**src/rtl/switch_ctrl_pkg.sv**
```systemverilog
// switch_ctrl_pkg
//   Shared definitions for the DIP-switch bank controller:
//   - register word addresses on the peripheral bus (ADR_I)
//   - debounce FSM state encoding
package switch_ctrl_pkg;

  localparam logic [1:0] ADR_VALUE = 2'd0;  // debounced switch word, read-only
  localparam logic [1:0] ADR_CHG   = 2'd1;  // per-bit change flags, write-1-to-clear
  localparam logic [1:0] ADR_MASK  = 2'd2;  // per-bit interrupt enable
  localparam logic [1:0] ADR_RAW   = 2'd3;  // second synchroniser stage, read-only

  typedef enum logic {
    STABLE   = 1'b0,
    SETTLING = 1'b1
  } deb_state_t;

endpackage

```
**src/rtl/switch_debounce.sv**
```systemverilog
// switch_debounce
//   Two-flop synchroniser plus whole-vector debouncer for the 32-bit switch
//   word. A single counter is shared by all bits: any change in the
//   synchronised word restarts the settle count.
// Ports
//   i_clk      system clock, rising edge
//   i_rst      asynchronous active-high reset
//   i_sw       raw switch word, asynchronous to i_clk
//   o_value    debounced switch word
//   o_sync2    second synchroniser stage
//   o_upd_vec  old^new vector, nonzero only in the cycle value is loaded
module switch_debounce
  import switch_ctrl_pkg::*;
#(
  parameter int DEBOUNCE_CYCLES = 20000
) (
  input  logic        i_clk,
  input  logic        i_rst,
  input  logic [31:0] i_sw,
  output logic [31:0] o_value,
  output logic [31:0] o_sync2,
  output logic [31:0] o_upd_vec
);

  localparam int CNT_W = $clog2(DEBOUNCE_CYCLES);
  localparam logic [CNT_W-1:0] CNT_LAST = CNT_W'(DEBOUNCE_CYCLES - 1);

  logic [31:0]      r_sync1;
  logic [31:0]      r_sync2;
  logic [31:0]      r_cand;
  logic [31:0]      r_value;
  logic [CNT_W-1:0] r_cnt;
  deb_state_t       r_state;
  logic             w_done;

  // The update is exposed combinationally so the change flags in the parent
  // load on the same edge as r_value.
  assign w_done = (r_state == SETTLING) && (r_sync2 == r_cand) && (r_cnt == CNT_LAST);

  assign o_value   = r_value;
  assign o_sync2   = r_sync2;
  assign o_upd_vec = w_done ? (r_value ^ r_cand) : '0;

  always_ff @(posedge i_clk or posedge i_rst) begin
    if (i_rst) begin
      r_sync1 <= '0;
      r_sync2 <= '0;
      r_cand  <= '0;
      r_value <= '0;
      r_cnt   <= '0;
      r_state <= STABLE;
    end else begin
      r_sync1 <= i_sw;
      r_sync2 <= r_sync1;
      case (r_state)
        STABLE: begin
          if (r_sync2 != r_cand) begin
            r_cand  <= r_sync2;
            r_cnt   <= '0;
            r_state <= SETTLING;
          end
        end
        SETTLING: begin
          if (r_sync2 != r_cand) begin
            // bounce: restart the full settle window from this edge
            r_cand <= r_sync2;
            r_cnt  <= '0;
          end else if (r_cnt == CNT_LAST) begin
            r_value <= r_cand;
            r_state <= STABLE;
          end else begin
            // cannot wrap: it stops at CNT_LAST
            r_cnt <= r_cnt + CNT_W'(1);
          end
        end
        default: r_state <= STABLE;
      endcase
    end
  end

endmodule

```
**src/rtl/switch_ctrl.sv**
```systemverilog
// switch_ctrl
//   Bus-slave controller for the 32-bit DIP-switch bank. Debounces the switch
//   word, keeps per-bit change flags and raises a maskable level interrupt.
// Ports
//   CLK_I   system clock, rising edge
//   RST_I   asynchronous active-high reset
//   SW_I    raw switch word (bit i = DIPSW i)
//   CYC_I   bus cycle valid
//   STB_I   strobe / slave select
//   WE_I    1 = write, 0 = read
//   ADR_I   word address: 0 VALUE, 1 CHG, 2 MASK, 3 RAW
//   DAT_I   write data
//   DAT_O   read data, zero whenever ACK_O is low
//   ACK_O   single-cycle transfer acknowledge
//   IRQ_O   |(CHG & MASK)
module switch_ctrl
  import switch_ctrl_pkg::*;
#(
  parameter int DEBOUNCE_CYCLES = 20000
) (
  input  logic        CLK_I,
  input  logic        RST_I,
  input  logic [31:0] SW_I,
  input  logic        CYC_I,
  input  logic        STB_I,
  input  logic        WE_I,
  input  logic [1:0]  ADR_I,
  input  logic [31:0] DAT_I,
  output logic [31:0] DAT_O,
  output logic        ACK_O,
  output logic        IRQ_O
);

  logic [31:0] w_value;
  logic [31:0] w_sync2;
  logic [31:0] w_upd_vec;
  logic [31:0] w_rd_data;
  logic [31:0] w_chg_clr;
  logic        w_acc;
  logic        w_wr;

  logic [31:0] r_chg;
  logic [31:0] r_mask;
  logic [31:0] r_dat;
  logic        r_ack;

  switch_debounce #(
    .DEBOUNCE_CYCLES(DEBOUNCE_CYCLES)
  ) u_debounce (
    .i_clk    (CLK_I),
    .i_rst    (RST_I),
    .i_sw     (SW_I),
    .o_value  (w_value),
    .o_sync2  (w_sync2),
    .o_upd_vec(w_upd_vec)
  );

  // Masking with ~r_ack makes a held strobe acknowledge every second cycle.
  assign w_acc     = CYC_I & STB_I & ~r_ack;
  assign w_wr      = w_acc & WE_I;
  assign w_chg_clr = (w_wr && (ADR_I == ADR_CHG)) ? DAT_I : '0;

  always_comb begin
    w_rd_data = '0;
    case (ADR_I)
      ADR_VALUE: w_rd_data = w_value;
      ADR_CHG:   w_rd_data = r_chg;
      ADR_MASK:  w_rd_data = r_mask;
      default:   w_rd_data = w_sync2;
    endcase
  end

  always_ff @(posedge CLK_I or posedge RST_I) begin
    if (RST_I) begin
      r_ack  <= 1'b0;
      r_dat  <= '0;
      r_chg  <= '0;
      r_mask <= '0;
    end else begin
      r_ack <= w_acc;
      r_dat <= (w_acc && !WE_I) ? w_rd_data : '0;
      // set is OR-ed after the clear so a simultaneous update wins
      r_chg <= (r_chg & ~w_chg_clr) | w_upd_vec;
      if (w_wr && (ADR_I == ADR_MASK)) begin
        r_mask <= DAT_I;
      end
    end
  end

  assign ACK_O = r_ack;
  assign DAT_O = r_dat;
  assign IRQ_O = |(r_chg & r_mask);

endmodule
```
**config.mk**
```make
export PLATFORM = sky130hd
export DESIGN_NAME = switch_ctrl
export DESIGN_NICKNAME = d
export VERILOG_FILES = /design/src/rtl/switch_ctrl_pkg.sv /design/src/rtl/switch_debounce.sv /design/src/rtl/switch_ctrl.sv
export SDC_FILE = /design/constraint.sdc
export NUM_CORES = 1
export LEC_CHECK = 0
export CAP_MARGIN = 20
export CORE_UTILIZATION = 30
export DETAILED_ROUTE_END_ITERATION = 6
export DONT_BUFFER_PORTS = 1
export SYNTH_ARGS = -nofsm -noshare
export SYNTH_HDL_FRONTEND = slang
export SYNTH_SLANG_ARGS = --single-unit
```
**constraint.sdc**
```tcl
create_clock -name CLK_I -period 23.6 [get_ports CLK_I]
set_clock_uncertainty 0.2 [all_clocks]
set_input_delay 2.36 -clock CLK_I [delete_from_list [all_inputs] [get_ports CLK_I]]
set_output_delay 2.36 -clock CLK_I [all_outputs]
set_load 0.01 [all_outputs]
```
==> summary.txt <==
Status -> finished clean
MaxCap Viol Count -> 0
Vias -> 5041
R2R setup slack -> 19600 ps
Syn. warnings -> 0
Starting Density -> 30.8%
Seq/Total Area, Yosys -> 63.3%
Routed WL -> 21.5 mm
Final Hold Fails -> 0
Total Power -> 910 µW
CTS buffer count -> 26
Critical-path maximum fanout -> 3
Crit Path Class -> reg2out
CTS root buffer -> clkbuf_16
Global-route wire length before repair -> 34.0 mm
Pwr per Cell Area -> 84.7 nW/µm²
Post-synthesis cell type count -> 31
Antenna diodes -> 0
Design Area, Final -> 10700 µm²
Area grow syn2layout -> 12.8%
Layout cells sized above 1 -> 19.2%
Grt ovf -> 0
Startpoint types -> flop
DR vias/cell -> 4.79
Core Box Area -> 30900 µm²
Worst-path clk slew -> 60 ps
R2R depth -> 6
GPL Wtd Cong -> 0.778
Max clock buf depth -> 3
CTS tree -> done
Clk Latency, worst-skew pair -> 540 ps
Met2 Use GR -> 21.5%
DR DRC count -> 0
Min Hold Slack -> 144 ps
Ports -> 105
Antenna-violating nets left -> 0
Leak -> 0.00472 µW
First-pass DRT Iterations -> 4
Port-buffer cells -> 0
Cell Area, Placed -> 9870 µm²
Max Freq -> 207 MHz
Arrival time worst endpoint -> 2280 ps
HP Start -> u_debounce.r_sync1[11]$_DFF_PP0_
# nets final -> 709
Post-layout min period -> 4840 ps
Largest net degree at the start of global routing -> 103
GRT Resource Usage Total -> 13.6%
Worst r2r src -> u_debounce.r_cand[15]$_DFFE_PP0P_
Die ar. -> 32500 µm²
Post-route clock period utilization -> 20.5%
GR Util met3 -> 3.88%
Syn avg cell area -> 14.4 µm²
Max rail drop VDD -> 0.0000536 V
Final setup viols -> 0
Violation count after the first detailed-route iteration -> 275
Worst Tran Pin Value -> 1050 ps
Busiest grt layer -> met2
Hold Path Cell Cnt -> 0
CTS Hold Buffers Added -> 0
Crit. End Element -> output pin
Slew Limit Fails -> 0
Mapped cell area -> 9530 µm²
Max H-tree Level -> 1
Rows -> 64
Post-CTS resize count -> 0
R2R Path End -> u_debounce.o_value[3]$_DFFE_PP0P_
M1 GR Usage -> 18.1%
Setup TNS -> 0 ps
Wire per inst -> 20.5 µm
Worst Hold Class -> reg2reg
HPWL Detailed -> 13.9 mm
Min-Delay Endpoint -> u_debounce.o_sync2[11]$_DFF_PP0_
RSZ-0062 raised after global routing -> false
Clock sink count -> 241
Synthesized flop and latch total -> 241
Post-Synthesis Cells -> 660
Rel. slew slack -> 29.9%
Chip height -> 180 µm
Via count of the first global-routing pass -> 5440
Syn Nets -> 732
Setup Buffers After CTS -> 0
Die width -> 180 µm
Worst Path Required -> 21040 ps
Initial antenna violation count -> 1
==> synthesized netlist by cell type, drive strengths merged <==
library cell	number	area share, %
a221oi	2	0.18
a22o	34	3.1
a22oi	12	0.95
and3b	1	0.092
buf	7	0.33
clkbuf	51	2.0
dfrtp	241	63
ha	1	0.13
inv	6	0.24
mux2	64	7.6
mux2i	1	0.11
mux4	32	7.6
nand2	38	1.5
nand2b	2	0.13
nand3	6	0.32
nand4	5	0.33
nor2	18	0.71
nor2b	32	2.1
nor3	6	0.43
nor3b	2	0.16
nor4	14	0.92
o41ai	1	0.17
or2	2	0.13
or3	1	0.066
or4	1	0.079
or4b	2	0.21
xnor2	13	1.2
xor2	65	6.0
==> flip-flops by register name, summed over array words and instances (netlist names) <==
register	cells
r_chg	32
r_mask	32
u_debounce.r_cand	32
u_debounce.o_sync2	32
DAT_O	32
u_debounce.o_value	32
ACK_O	1
u_debounce.r_sync1	32
u_debounce.r_cnt	15
u_debounce.r_state	1
==> layer usage <==
layer	share of wire, %	vias up	wire, µm
met5	0	-	0
met4	2.4	0	516
met3	5.8	38	1250
met2	47	116	10100
met1	45	2641	9720
li1	-	2246	-
==> per-stage QoR <==
step / util, % / worst slack (ps) / cells
final: 34.8 / 18760 / 1053
after detailed placement: 31.9 / 18650 / 1005
after CTS: 34.8 / 18700 / 1053
after floorplan: - / 14420 / 660
after global placement: 31.9 / 18680 / 1005
after global routing: 34.8 / 18610 / 1053
==> cells in the final DEF (no fill, tap or decap), drive strengths merged, types with 8 or more instances in the layout <==
master,instances
nor2,18
nand2,38
nor2b,32
xnor2,13
mux4,32
a22o,34
nor4,14
a22oi,12
mux2,64
clkbuf,36
xor2,65
clkinv,8
dfrtp,241
==> final cells by class <==
cell class / instances / area (µm²)
fillers: 2989 / 20200
multi-input cells: 355 / 3260
clock buffers: 36 / 748
inverters: 6 / 30.0
clock inverters: 12 / 128
flip-flops and latches: 241 / 6030
well taps: 396 / 495
repair buffers: 7 / 52.6
==> cell families after synthesis <==
group / after synthesis / synth area share [%]
flops: 241 / 63.3
simple gates: 130 / 7.17
mux: 97 / 15.2
xor+xnor: 78 / 7.17
buf+inv: 64 / 2.57
compound gates: 49 / 4.43
fa+ha+maj: 1 / 0.131
==> worst max-delay path: stages, from the launching register on <==
cell and delay (ps):
dfrtp_1 400, a22o_1 270, a221oi_1 300, nand3_1 160, or4_1 620
==> how the worst max path moves through the flow <==
stage / start / end / slack (ps) / cells after the start
floorplan: RST_I / ACK_O$_DFF_PP0_ / 14420 / 1
global placement: RST_I / u_debounce.o_sync2[3]$_DFF_PP0_ / 18680 / 3
detailed placement: RST_I / u_debounce.o_value[22]$_DFFE_PP0P_ / 18650 / 3
CTS: r_chg[29]$_DFF_PP0_ / IRQ_O / 18700 / 4
global route: r_chg[29]$_DFF_PP0_ / IRQ_O / 18610 / 4
finish: r_chg[29]$_DFF_PP0_ / IRQ_O / 18760 / 4
==> power by group <==
group	switching, µW	leakage [µW]	internal [µW]	total (µW)
combinational	19.0	0.00120	25.5	44.5
sequential	19.2	0.00308	436	455
clock	166	0.000435	244	410
Power figures use the tool's default switching activity.
